--- src/rtl/imm_decode_stage_pkg.sv ---
// Shared RV32I/RV64I decode definitions: base opcodes, immediate format codes and the
// XLEN legality check used by the immediate-decode stage.
package imm_decode_stage_pkg;

  localparam logic [6:0] OpLoad    = 7'b0000011;
  localparam logic [6:0] OpMiscMem = 7'b0001111;
  localparam logic [6:0] OpOpImm   = 7'b0010011;
  localparam logic [6:0] OpAuipc   = 7'b0010111;
  localparam logic [6:0] OpStore   = 7'b0100011;
  localparam logic [6:0] OpOp      = 7'b0110011;
  localparam logic [6:0] OpLui     = 7'b0110111;
  localparam logic [6:0] OpBranch  = 7'b1100011;
  localparam logic [6:0] OpJalr    = 7'b1100111;
  localparam logic [6:0] OpJal     = 7'b1101111;
  localparam logic [6:0] OpSystem  = 7'b1110011;

  typedef enum logic [2:0] {
    FmtR    = 3'd0,
    FmtI    = 3'd1,
    FmtS    = 3'd2,
    FmtB    = 3'd3,
    FmtU    = 3'd4,
    FmtJ    = 3'd5,
    FmtSh   = 3'd6,
    FmtNone = 3'd7
  } fmt_e;

  function automatic bit width_ok(int unsigned w);
    return (w == 32) || (w == 64);
  endfunction

endpackage

--- src/rtl/rv_imm_extract.sv ---
// Combinational immediate extractor: maps a raw instruction to its sign-extended immediate,
// format code and illegal flag for XLEN = WIDTH.
module rv_imm_extract
  import imm_decode_stage_pkg::*;
#(
  parameter int unsigned WIDTH = 32
) (
  input  logic [31:0]      instr_i,
  output logic [WIDTH-1:0] imm_o,
  output fmt_e             fmt_o,
  output logic             illegal_o
);

  if (!width_ok(WIDTH)) begin : g_bad_width
    $error("rv_imm_extract: WIDTH must be 32 or 64");
  end

  logic [6:0] opcode;
  logic [2:0] funct3;
  logic       is_shift;
  logic       sh_ok;

  assign opcode   = instr_i[6:0];
  assign funct3   = instr_i[14:12];
  assign is_shift = (funct3 == 3'b001) || (funct3 == 3'b101);

  // RV64 steals bit 25 for shamt[5], so only bits 31:26 remain as the funct field.
  always_comb begin
    if (WIDTH == 64) begin
      sh_ok = (instr_i[31:26] == 6'b000000) ||
              ((funct3 == 3'b101) && (instr_i[31:26] == 6'b010000));
    end else begin
      sh_ok = (instr_i[31:25] == 7'b0000000) ||
              ((funct3 == 3'b101) && (instr_i[31:25] == 7'b0100000));
    end
  end

  always_comb begin
    imm_o     = '0;
    fmt_o     = FmtNone;
    illegal_o = 1'b0;
    unique case (opcode)
      OpLoad, OpJalr, OpMiscMem, OpSystem: fmt_o = FmtI;
      OpOpImm:                             fmt_o = is_shift ? FmtSh : FmtI;
      OpStore:                             fmt_o = FmtS;
      OpBranch:                            fmt_o = FmtB;
      OpLui, OpAuipc:                      fmt_o = FmtU;
      OpJal:                               fmt_o = FmtJ;
      OpOp:                                fmt_o = FmtR;
      default:                             illegal_o = 1'b1;
    endcase

    // Fill with the sign bit first, then overwrite the low-order field.
    unique case (fmt_o)
      FmtI: begin
        imm_o        = {WIDTH{instr_i[31]}};
        imm_o[11:0]  = instr_i[31:20];
      end
      FmtS: begin
        imm_o        = {WIDTH{instr_i[31]}};
        imm_o[11:0]  = {instr_i[31:25], instr_i[11:7]};
      end
      FmtB: begin
        imm_o        = {WIDTH{instr_i[31]}};
        imm_o[12:0]  = {instr_i[31], instr_i[7], instr_i[30:25], instr_i[11:8], 1'b0};
      end
      FmtU: begin
        imm_o        = {WIDTH{instr_i[31]}};
        imm_o[31:0]  = {instr_i[31:12], 12'b0};
      end
      FmtJ: begin
        imm_o        = {WIDTH{instr_i[31]}};
        imm_o[20:0]  = {instr_i[31], instr_i[19:12], instr_i[20], instr_i[30:21], 1'b0};
      end
      FmtSh: begin
        if (WIDTH == 64) imm_o[5:0] = instr_i[25:20];
        else             imm_o[4:0] = instr_i[24:20];
        illegal_o = ~sh_ok;
      end
      default: imm_o = '0;
    endcase
  end

endmodule

--- src/rtl/imm_decode_stage.sv ---
// Registered immediate-decode stage with a 2-entry skid buffer (main + skid) so the stage
// sustains full throughput while in_ready stays a pure register output.
module imm_decode_stage
  import imm_decode_stage_pkg::*;
#(
  parameter int unsigned WIDTH = 32,
  parameter int unsigned PC_W  = 32
) (
  input  logic             clk,
  input  logic             rst,
  input  logic             flush,
  input  logic             in_valid,
  output logic             in_ready,
  input  logic [31:0]      in_instr,
  input  logic [PC_W-1:0]  in_pc,
  output logic             out_valid,
  input  logic             out_ready,
  output logic [31:0]      out_instr,
  output logic [PC_W-1:0]  out_pc,
  output logic [WIDTH-1:0] out_imm,
  output logic [2:0]       out_fmt,
  output logic             out_illegal
);

  localparam int unsigned PayW = 32 + PC_W + WIDTH + 3 + 1;
  localparam logic [PayW-1:0] PayRst = {{(PayW - 4){1'b0}}, 3'd7, 1'b0};

  logic [WIDTH-1:0] dec_imm;
  fmt_e             dec_fmt;
  logic             dec_illegal;

  rv_imm_extract #(
    .WIDTH (WIDTH)
  ) u_extract (
    .instr_i   (in_instr),
    .imm_o     (dec_imm),
    .fmt_o     (dec_fmt),
    .illegal_o (dec_illegal)
  );

  logic [PayW-1:0] in_pay;
  logic [PayW-1:0] main_q, main_d, skid_q, skid_d;
  logic            main_valid_q, main_valid_d, skid_valid_q, skid_valid_d;
  logic            accept, drain;

  assign in_pay = {in_instr, in_pc, dec_imm, dec_fmt, dec_illegal};
  assign accept = in_valid & ~skid_valid_q & ~flush;
  assign drain  = main_valid_q & out_ready;

  always_comb begin
    main_d       = main_q;
    skid_d       = skid_q;
    main_valid_d = main_valid_q;
    skid_valid_d = skid_valid_q;
    if (drain || !main_valid_q) begin
      if (skid_valid_q) begin
        main_d       = skid_q;
        skid_valid_d = 1'b0;
      end else begin
        main_valid_d = accept;
        if (accept) main_d = in_pay;
      end
    end else if (accept) begin
      skid_d       = in_pay;
      skid_valid_d = 1'b1;
    end
    // Flush only invalidates; payload registers keep their contents.
    if (flush) begin
      main_valid_d = 1'b0;
      skid_valid_d = 1'b0;
    end
  end

  always_ff @(posedge clk) begin
    if (rst) begin
      main_q       <= PayRst;
      skid_q       <= PayRst;
      main_valid_q <= 1'b0;
      skid_valid_q <= 1'b0;
    end else begin
      main_q       <= main_d;
      skid_q       <= skid_d;
      main_valid_q <= main_valid_d;
      skid_valid_q <= skid_valid_d;
    end
  end

  assign in_ready  = ~skid_valid_q;
  assign out_valid = main_valid_q;
  assign {out_instr, out_pc, out_imm, out_fmt, out_illegal} = main_q;

endmodule

--- config.mk ---
export PLATFORM = sky130hd
export DESIGN_NAME = imm_decode_stage
export DESIGN_NICKNAME = d
export VERILOG_FILES = /design/src/rtl/imm_decode_stage_pkg.sv /design/src/rtl/rv_imm_extract.sv /design/src/rtl/imm_decode_stage.sv
export SDC_FILE = /design/constraint.sdc
export NUM_CORES = 1
export LEC_CHECK = 0
export CELL_PAD_IN_SITES_DETAIL_PLACEMENT = 1
export CELL_PAD_IN_SITES_GLOBAL_PLACEMENT = 2
export CORE_UTILIZATION = 27
export DETAILED_ROUTE_END_ITERATION = 8
export GPL_ROUTABILITY_DRIVEN = 0
export MAX_ROUTING_LAYER = met4
export PLACE_DENSITY = 0.86
export SLEW_MARGIN = 10
export SYNTH_ARGS = -nofsm -noshare
export SYNTH_HDL_FRONTEND = slang
export SYNTH_SLANG_ARGS = --single-unit
--- constraint.sdc ---
create_clock -name clk -period 2.2 [get_ports clk]
set_input_delay 0.44 -clock clk [delete_from_list [all_inputs] [get_ports clk]]
set_output_delay 0.44 -clock clk [all_outputs]
set_load 0.02 [all_outputs]
==> flow_summary.toml <==
[floorplan]
die_w_um = 181
start_util = 0.274
dieArea_um2 = 32700
die_h_um = 181
coreArea_um2 = 31500
io_pins = 171
row_count = 65

[clock_tree]
root_buffer = "clkbuf_16"
clock_path_buffers = 3
clk_latency_ns = 0.52
cts_hold_buffers = 0
cts_buffers = 24
cts_tree = "built"
clk_pin_slew_worst_paths_ns = 0.06
cts_sinks = 202
cts_max_level = 1

[drt]
wl_per_cell_um = 18.2
viasPerCell = 5.07
drc = 0
ant_nets = 0
drt_iter0_drc = 354
routed_wl_mm = 30.0
drtPass1Iterations = 4
vias = 8358

[global_routing]
grt_pass1_vias = 8645
antenna_found_initial = 4
grt_start_max_net_pins = 73
grt_pass1_wl_mm = 47.2
track_usage = 0.184
overflow = 0

[hold_path]
min_to = "skid_q[71]"
min_path_type = "input port to flop"
worstHoldPathCells = 4
hp-start = "in_instr[3]"

[worst_setup_path]
timing.rr.start = "out_valid"
crit_slowest_cell = "clkdlybuf4s50_1"
end_kind = "output port"
path_cells = "inv_1 -> clkdlybuf4s50_1"
worst-path-buf-inv = 2
crit_arrival_ns = 1.68
path_class = "flop to output port"
critical-path-top-delay-family = "buffers and inverters"
rr_worst_depth = 4
critPathLaunchType = "flop"
ff2ff_setup_slack_ns = 0.29
max_stage_delay_ns = 0.68
reg2reg_to = "skid_q[16]"
required_ns = 1.76
crit_path_max_fanout = 7

[power]
ir_drop_mv = 0.455
p_leak_nw = 4.24
power.density_nw_per_um2 = 731

[finish]
fin_nets = 1292
final_cell_mix = "201 x dfxtp_1, 164 x clkdlybuf4s50_1, 158 x nand2_1"
area_growth_pct = 44.3
drive_above_1_share = 0.151
final_common_cell = "dfxtp_1"

[outcome]
status = "finished clean"

[placement]
hpwlAfterDp_mm = 20.3
dp_slack_ns = -0.544
numPortBuffers = 170

[timing]
fin_crit_ns = 2.12
rsz0062_at_grt = "no"
tns_ns = 0
fin_crit_sh = 0.963
worstMarginPinSlew_ns = 0.744
finalWorstSetupSlack_ns = 0.0822
slew_headroom = 0.502
fmaxAchievable_ghz = 0.472
setup_viol = 0
finalClockSkew_ns = 0.0152
hold_viol = 0
maxSlewViolCount = 0

[yosys]
ys_warn_count = 0
synth_fp_nets = 1087
synth_top_area_share = 0.469
synth_cells = 1018
ys_ff_latch = 202
synth_flop_cell = "dfxtp_1"
yosys.area.top_type = "dfxtp_1"
synth.avg_cell_area_um2 = 8.47
synthArstFlopShare = 0
ys_seq_area_frac = 0.469
ys_types = 45
synthTopCellsByArea = "dfxtp_1 47%, mux2i_1 7.4%, nand2_1 6.9%, a211oi_1 6.3%, a21oi_1 5.7%"
synth-edff-count = 0
synthesis.area_um2 = 8630

[run]
maxCapViolCount = 0
area by class of cell:
type	instances	area, um2
tap	402	503
inverter	11	41.3
timing repair buffer	275	2720
sequential	202	4050
fill	3619	19000
clock inverter	11	85.1
multi-input combinational	709	4340
clock buffer	33	706
antenna	4	10.0
where the power goes:
part | total, W | switching, W | leakage (nW) | internal [W]
registers | 0.00387 | 0.0000784 | 1.65 | 0.00380
logic | 0.00124 | 0.000662 | 2.20 | 0.000574
clock network | 0.00399 | 0.00163 | 0.393 | 0.00236
Yosys cell counts (10+ instances only):
master,number
nor3_1,13
clkbuf_1,79
buf_2,10
inv_1,11
dfxtp_1,202
nor2b_1,11
nand2_1,158
mux2i_1,64
a311oi_1,22
a221oi_2,10
a21oi_1,99
a211oi_1,72
o21ai_0,51
nor2_1,107
a31oi_1,22
registers in the layout, summed over array words and instances, names as in the netlist:
register      flops
skid_q          100
main_q          100
skid_valid_q      1
out_valid         1
cells by family after synthesis:
family	share of synthesized area
AO/OA/AOI/OAI	0.244
buffers and inverters	0.0497
flip-flops	0.469
multiplexers	0.0743
AND/OR/NAND/NOR	0.164
through the flow:
step / instance area (um2) / hold slack [ns] / utilization / power [W] / std cells
5_1_grt: 12400 / 0.403 / 0.396 / 0.00946 / 1647
2_1_floorplan: 8630 / 0.432 / - / 0.00451 / 1018
6_report: 12400 / 0.383 / 0.396 / 0.00910 / 1647
3_5_place_dp: 11400 / 0.447 / 0.363 / 0.00517 / 1593
4_1_cts: 12200 / 0.388 / 0.389 / 0.00920 / 1637
3_3_place_gp: 11400 / 0.441 / 0.363 / 0.00514 / 1593
how the worst max path moves through the flow:
stage / startpoint / endpoint / slack (ns) / cells after the start
finish: skid_valid_q / in_ready / 0.08 / 2
CTS: in_instr[2] / skid_q[15] / 0.006 / 9
detailed placement: in_instr[3] / main_q[9] / -0.54 / 10
floorplan: in_instr[2] / main_q[25] / 0.04 / 8
global route: in_instr[12] / skid_q[33] / 0.02 / 9
global placement: in_instr[3] / main_q[9] / -0.49 / 10
layer usage:
layer,track usage,vias to the layer above,wire [um]
li1,-,4068,-
met1,0.231,4063,13600
met2,0.304,193,14300
met3,0.0314,34,1440
met4,0.0482,0,654
met5,-,-,0
worst reg2reg max path, stage by stage (launching register included):
cell and delay, ns:
dfxtp_1 0.36, nand2b_1 0.09, or4b_4 0.58, nor2_1 0.54, a31oi_1 0.18
timing repair:
item	CTS	global route
resized for setup	2	34
endpoints found under the setup margin	2	37
setup buffers	0	3
pin swaps	0	6
gates cloned	0	3
No activity file was read; power rests on OpenSTA's default activity.
